`config.mk`:
```
export PLATFORM = sky130hd
export DESIGN_NAME = cpu_clk_ctrl
export DESIGN_NICKNAME = d
export VERILOG_FILES = /design/src/rtl/cpu_clk_ctrl.sv
export SDC_FILE = /design/constraint.sdc
export NUM_CORES = 1
export LEC_CHECK = 0
export BUFFER_PORTS_ARGS = -buffer_cell sky130_fd_sc_hd__buf_2
export CORE_MARGIN = 3
export CORE_UTILIZATION = 45
export DETAILED_ROUTE_END_ITERATION = 10
export PLACE_DENSITY = 0.65
export SLEW_MARGIN = 20
export SYNTH_ARGS = -nofsm -noshare
export SYNTH_HDL_FRONTEND = slang
export SYNTH_SLANG_ARGS = --single-unit
export TNS_END_PERCENT = 50
```
`constraint.sdc`:
```
create_clock -name clk -period 3.3 [get_ports clk]
set_input_delay 0.825 -clock clk [delete_from_list [all_inputs] [get_ports clk]]
set_output_delay 0.825 -clock clk [all_outputs]
set_load 0.05 [all_outputs]
```
`src/rtl/cpu_clk_ctrl.sv`:
```
// CPU clock controller: turns the free-running system clock into a
// one-cycle CPU clock-enable. The enable rate comes from a programmable
// divider. The operator can also single-step the CPU. A halt request from
// the CPU freezes it until the run switch is turned off.
module cpu_clk_ctrl #(
   parameter logic [27:0] DEFAULT_SCALE = 28'd24_999_999
) (
   input  logic        clk,
   input  logic        rst,
   input  logic        run_sw,
   input  logic        step_btn,
   input  logic        halt_req,
   input  logic        scale_load,
   input  logic [27:0] scale_in,
   output logic        cpu_en,
   output logic        scale_ack,
   output logic [1:0]  state,
   output logic [15:0] tick_cnt
);

   typedef enum logic [1:0] {
      IDLE   = 2'b00,
      RUN    = 2'b01,
      STEP   = 2'b10,
      HALTED = 2'b11
   } state_t;

   state_t      cur_state;
   state_t      nxt_state;
   logic [27:0] cnt;
   logic [27:0] cnt_nxt;
   logic [27:0] scale_reg;
   logic        step_prev;
   logic        step_edge;
   logic        at_term;
   logic        en_nxt;

   assign step_edge = step_btn & ~step_prev;
   assign at_term   = (cnt == scale_reg);
   assign state     = cur_state;

   // State register.
   always_ff @(posedge clk or posedge rst) begin
      if (rst) begin
         cur_state <= IDLE;
      end else begin
         cur_state <= nxt_state;
      end
   end

   // Next-state logic. Run beats step in IDLE, and halt beats stop in RUN.
   // Step edges are ignored outside IDLE.
   always_comb begin
      nxt_state = cur_state;
      unique case (cur_state)
         IDLE: begin
            if (run_sw)         nxt_state = RUN;
            else if (step_edge) nxt_state = STEP;
         end
         RUN: begin
            if (halt_req)     nxt_state = HALTED;
            else if (!run_sw) nxt_state = IDLE;
         end
         STEP:    nxt_state = IDLE;
         HALTED: begin
            if (!run_sw) nxt_state = IDLE;
         end
         default: nxt_state = IDLE;
      endcase
   end

   // Output/divider logic. Decides whether the next cycle carries a CPU
   // enable and what the divider counter becomes. A pending RUN pulse is
   // dropped when the FSM leaves RUN or the scale is reloaded.
   always_comb begin
      en_nxt  = 1'b0;
      cnt_nxt = '0;
      unique case (cur_state)
         RUN: begin
            if (nxt_state == RUN) begin
               if (at_term) en_nxt = 1'b1;
               else         cnt_nxt = cnt + 28'd1;
            end
         end
         STEP:    en_nxt = 1'b1;
         default: ;
      endcase
      if (scale_load) begin
         cnt_nxt = '0;
         if (cur_state == RUN) en_nxt = 1'b0;
      end
   end

   // Divider, scale, edge-detect and registered outputs. tick_cnt advances
   // on the same edge that raises cpu_en, so it already includes the
   // current pulse.
   always_ff @(posedge clk or posedge rst) begin
      if (rst) begin
         cnt       <= '0;
         scale_reg <= DEFAULT_SCALE;
         step_prev <= 1'b0;
         cpu_en    <= 1'b0;
         scale_ack <= 1'b0;
         tick_cnt  <= '0;
      end else begin
         cnt       <= cnt_nxt;
         step_prev <= step_btn;
         cpu_en    <= en_nxt;
         scale_ack <= scale_load;
         tick_cnt  <= tick_cnt + {15'd0, en_nxt};
         if (scale_load) scale_reg <= scale_in;
      end
   end

endmodule

```
# Word-level counts from Yosys, hierarchy flattened
# Index checks and enable logic that the tools add are counted.
dict set report totals {
  ff_bits 77
  inputBits 34
  out_inout_bits 20
  word_cells 31
}
dict set report op_classes {
  add_sub_neg 2
  n_eq_ne 5
  muxes 14
  bitwise_logic 2
  reduce_logical 1
}
# op n
set op_table {}
lappend op_table {{$mux 28} 4}
lappend op_table {{$add 28x1->28 const B} 1}
lappend op_table {{$eq 28x28->1} 1}
lappend op_table {{$add 16x1->16} 1}
lappend op_table {{$mux 2} 4}
lappend op_table {{$pmux 2 s4} 1}
lappend op_table {{$eq 2x1->1 const B} 2}
lappend op_table {{$eq 2x2->1 const B} 2}
lappend op_table {{$mux 1} 4}
lappend op_table {{$logic_not 2->1} 1}
lappend op_table {{$pmux 1 s2} 1}
lappend op_table {{$and 1x1->1} 1}
lappend op_table {{$not 1->1} 1}

# Logic depth before layout (Yosys ltp)
dict set report logic_depth {
  ltp_word 11
  depth_mapped 12
  ltp_nobuf 12
}

# Worst setup path after synthesis
# No wires, ideal clock.
dict set report synth_timing {
  kind {flip-flop to flip-flop}
  startpoint {reg cur_state[0], in the netlist state[0]}
  endpoint {reg tick_cnt[13]}
  setup_ps 141
  arrival_ps 2737
  required_time_ps 3159
  slack_ps 422
  stages_incl_launch_ff 13
  path_buffers 0
  period_less_slack_ps 2878
  cell_sequence {dfrtp_1 -> inv_1 -> ha_1 -> or4bb_1 -> nand3b_1 -> nor3b_1 -> a21o_1 -> o221a_2 -> ha_1 -> nand4_1 -> nor2_1 -> nand3_1 -> xnor2_1}
}
dict set report synth_via {
  elab_chain_len 9
  word_cells_on_any_way 15
  classes_between {1 x add/sub; 4 x eq/ne; 9 x mux; 1 x reduce/logical}
}
# item line_no
set synth_lines {}
lappend synth_lines {{from (decl)} 28} ;# state_t cur_state;
lappend synth_lines {{from (signal assigned)} 47} ;# cur_state <= nxt_state;
lappend synth_lines {{$mux 2, on equally long branches} {62, 66, 58}}
lappend synth_lines {{$mux 2, on equally long branches} {61, 57}}
lappend synth_lines {{$pmux 2 s4} 55} ;# unique case (cur_state)
lappend synth_lines {{$eq 2x1->1} 80} ;# if (nxt_state == RUN) begin
lappend synth_lines {{$mux 1} 80}
lappend synth_lines {{$pmux 1 s2} 78} ;# unique case (cur_state)
lappend synth_lines {{$mux 1} 90} ;# if (cur_state == RUN) en_nxt = 1'b0;
lappend synth_lines {{$mux 1 (*)} 88} ;# if (scale_load) begin
lappend synth_lines {{via en_nxt} 36} ;# logic en_nxt;
lappend synth_lines {{$add 16x1->16 (*)} 110} ;# tick_cnt <= tick_cnt + {15'd0, en_nxt};
lappend synth_lines {{to (signal assigned)} 110}
lappend synth_lines {{to (decl)} 18} ;# output logic [15:0] tick_cnt
# The timed path passes the listed nets; every way through them passes the cells marked *.
# A chain may end at the register's enable or synchronous reset.

# Worst setup path after layout
dict set report layout_timing {
  startpoint {reg scale_reg[20]}
  endpoint {reg tick_cnt[15]}
}
dict set report layout_via {
  elab_chain_len 7
}
# item line_no
set layout_lines {}
lappend layout_lines {{from (decl)} 32} ;# logic [27:0] scale_reg;
lappend layout_lines {{from (signal assigned)} 111} ;# if (scale_load) scale_reg <= scale_in;
lappend layout_lines {{$eq 28x28->1 (*)} 39} ;# assign at_term = (cnt == scale_reg);
lappend layout_lines {{$mux 1 (*)} 81} ;# if (at_term) en_nxt = 1'b1;
lappend layout_lines {{$mux 1 (*)} 80}
lappend layout_lines {{$pmux 1 s2 (*)} 78}
lappend layout_lines {{$mux 1} 90}
lappend layout_lines {{$mux 1 (*)} 88}
lappend layout_lines {{via en_nxt} 36}
lappend layout_lines {{$add 16x1->16 (*)} 110}
# Marks and branches as above.

==> qor_table.md <==
| Item | Reported |
| --- | --- |
| Cell area after technology mapping | 3730 um^2 |
| Final Hold Violating Endpoints | 0 |
| Kind of capture point of the worst setup path | flop |
| Critical R2R Capture | tick_cnt[15] |
| Unrepaired setup endpoints after global routing | no |
| Result of the run | finished clean |
| Inst Count DP | 468 |
| Crit path launch type | flop |
| Area of placed instances | 4120 um^2 |
| CP top delay family | simple AND/OR/NAND/NOR gates |
| Fin Setup TNS | 0 ns |
| Hold-critical path endpoint | tick_cnt[15] |
| Post-route clock skew | 0.00956 ns |
| Synth Register Bits | 77 |
| TritonRoute pass-1 iters | 4 |
| R2R depth | 10 |
| Final wirelength | 7.44 mm |
| Period minus WS final | 2.98 ns |
| Cell area after layout | 4320 um^2 |
| Wire length of the first global-routing pass | 12.9 mm |
| Total length of routed met2 wires | 3.45 mm |
| Main combinational cell family by area after synthesis | simple AND/OR/NAND/NOR gates |
| Total routing usage reported by global routing | 16.9% |
| Final count of pins violating max slew | 0 |
| Critical path required time | 3.53 ns |
| Average instance area after synthesis | 11.7 um^2 |
| Count of antenna diodes in the layout | 0 |
| CP most frequent cell | nand4_1 |
| Initial antenna violation count | 0 |
| Cts bufs inserted | 9 |
| Leakage power summed over all cells | 1.87 nW |
| Highest metal layer used by the detailed router | met4 |
| Remaining design rule violation count | 0 |
| Half-perimeter wire length after detailed placement | 5.08 mm |
| Worst slew pin tran | 0.491 ns |
| Start of the worst register-to-register path | scale_reg[20] |
| Core box area | 7890 um^2 |
| Placer's final routability congestion estimate | 0.876 |
| Clock tree root driver cell | clkbuf_8 |
| Synth Net Count | 359 |
| Kind of path behind the tightest hold check | reg -> reg |
| PnR Total Power | 2.19 mW |
| 1st-iter DRT viols | 139 |
| Die width | 97.1 um |
| Number of nets with antenna violations after detailed routing | 0 |
| Data arrival at the endpoint of the critical path | 3.21 ns |
| Vias after detailed routing | 2578 |
| Clock transition at the registers of the reported paths | 0.08 ns |
| Number of placement rows | 32 |
| Max incr delay on CP | 0.54 ns |
| IR Drop Worst-Case VDD | 0.220 mV |
| Gates resized, CTS repair | 0 |
| Sequential element share of the synthesized area | 52.2% |
| Yosys warning total | 0 |
| Avg Vias per Cell | 5.33 |
| Register-to-register setup slack | 0.32 ns |
| Max-slew headroom | 67.0% |
| Via count of the first global-routing pass | 2544 |
| Hold WS | 0.482 ns |
| Total length of routed met3 wires | 368 um |
| Final worst-path cycle share | 90.2% |
| Num Clock Sinks | 77 |
| Crit path cell chain | xor2_1 > nor4_1 > nand4_1 > nor4_2 > o221a_2 > ha_1 > nand4_1 > nor2_1 > nand3_1 > xnor2_1 |
| CP max stage cell | dfstp_2 |
| Fraction of the mapped netlist area in simple logic gates | 17.4% |
| # nets final | 418 |
| Number of distinct library cells after synthesis | 34 |
| Number of buffers inserted for hold repair after clock tree synthesis | 0 |
| Count of max-cap constraint violations | 0 |
| Compound-cell area share of the yosys netlist | 1.34% |
| Area growth from synthesis to layout | 15.9% |
| Pwr dens | 506 nW/um^2 |
| Gr ovfl total | 0 |
| Port Buf Inserts | 53 |
| Post-CTS Repair Setup Buffers | 0 |
| Buffer depth of the longest clock path | 2 |
| Hold Startpoint | tick_cnt[15] |
| Cells after synthesis | 318 |
| Mean routed wirelength per cell | 15.4 um |
| Worst Path Class, Setup | reg -> reg |
| Num ports | 54 |
| Proportion of synthesized area in mux cells | 8.45% |
| Y dimension of the die | 97.1 um |
| Depth of the worst hold-timing path | 1 |
| Synthesized-area fraction occupied by adder cells | 2.35% |
| Synthesized-area fraction occupied by xor and xnor cells | 16.2% |
| Clock H-tree levels | 3 |
| F_max | 336 MHz |
| Clk_lat worst skew | 0.34 ns |
| CTS tree | done |
| Worst-path fanout max | 4 |
| Buf/Inv on CP | 0 |
| Maximum number of pins on one net before global-route repair | 78 |
| Final cell count without fillers | 484 |
| Number of setup violations in the final report | 0 |
| Starting density of the core | 47.3% |
| Die Area | 9420 um^2 |
| Share of final-layout standard cells stronger than drive strength 1 | 33.2% |
| Post-route met1 wirelength | 3.56 mm |
## synth_stat cells, drive strengths merged
cell	n	share of area (%)
nor3b	2	0.40
o221a	1	0.30
nand3	15	2.0
and4	5	1.2
nor3	33	4.7
a311oi	1	0.23
xor2	29	6.8
nand3b	3	0.60
xnor2	40	9.4
buf	7	1.1
or3	1	0.17
nand4	14	2.7
clkbuf	2	0.20
nor2	10	1.0
inv	7	0.70
a211oi	1	0.20
nand2b	2	0.34
a21o	1	0.20
or3b	1	0.23
a21oi	3	0.40
ha	7	2.3
or4bb	1	0.30
dfrtp	60	40
dfstp	17	12
and3	5	0.84
mux2	28	8.5
nand2	12	1.3
nor4	10	1.7
## worst reg2reg max path, cell delays in order, from the launching register on
cell     delay, ns
dfstp_2       0.54
xor2_1        0.07
nor4_1        0.48
nand4_1       0.18
nor4_2        0.41
o221a_2       0.29
ha_1          0.23
nand4_1       0.18
nor2_1        0.24
nand3_1       0.13
xnor2_1       0.14
## cells by family (layout without fill, tap and decap cells)
family,count (synthesis),after routing
buffers and inverters,16,80
AOI/OAI and AO/OA,7,7
xor gates and xnor gates,69,69
DFF,77,77
adders and majority gates,7,7
and+or+nand+nor,114,114
muxes,28,28
## where the power goes
part	switching [mW]	internal, mW	leakage (nW)
combinational	0.242	0.143	0.792
sequential	0.0671	1.02	0.982
clock	0.345	0.367	0.0943
total	0.654	1.53	1.87
## layer usage
layer  track usage (%)  vias up
met2              25.3       60
met1              24.2     1268
met4              4.32        0
li1                  -     1246
met3              4.74        4
met5                 0        -
## cell type report
| type | instances | area (um^2) |
|---|---|---|
| clock buffer | 10 | 138 |
| clock inverter | 6 | 62.6 |
| fill | 716 | 3560 |
| inverter | 7 | 26.3 |
| multi-input combinational | 225 | 1710 |
| sequential | 77 | 1950 |
| tap | 102 | 128 |
| timing repair buffer | 57 | 308 |
## cell usage in the layout, fill, tap and decap left out, types with 2 or more instances in the layout
cell        Yosys  final
a21oi_1         3      3
nand4_2         2      2
nand3_1        15     15
dfrtp_1        60     60
nor3b_1         2      2
and3_1          5      5
nand2b_1        2      2
buf_4           1      3
clkbuf_8        0     10
xor2_1         29     29
nor3_2          2      2
buf_2           4     53
nor2_1         10     10
inv_1           7      6
nand2_1        11     11
xnor2_1        40     40
nand3b_1        3      3
nor4_1         10      9
clkinv_2        0      2
mux2_2         28     28
nand4_1        12     12
and4_1          5      5
nor3_1         31     31
ha_1            7      7
dfstp_2        17     17
clkinvlp_4      0      3
## through the flow
stage / utilization (%) / setup slack [ns]
after detailed placement: 52.3 / 0.316
after global placement: 52.3 / 0.343
final: 54.8 / 0.323
after global routing: 54.8 / 0.0725
after CTS: 54.8 / 0.283
after floorplan: - / 0.422
## worst max path at each step
stage | startpoint | slack, ns | end | depth (start not counted)
6_report | scale_reg[20] | 0.32 | tick_cnt[15] | 10
2_1_floorplan | state[0] | 0.42 | tick_cnt[13] | 12
4_1_cts | scale_reg[11] | 0.28 | tick_cnt[15] | 10
5_1_grt | cnt[20] | 0.07 | tick_cnt[15] | 10
3_3_place_gp | scale_reg[11] | 0.34 | tick_cnt[15] | 10
3_5_place_dp | scale_reg[20] | 0.32 | tick_cnt[15] | 10
No activity file was read; power rests on OpenSTA's default activity.
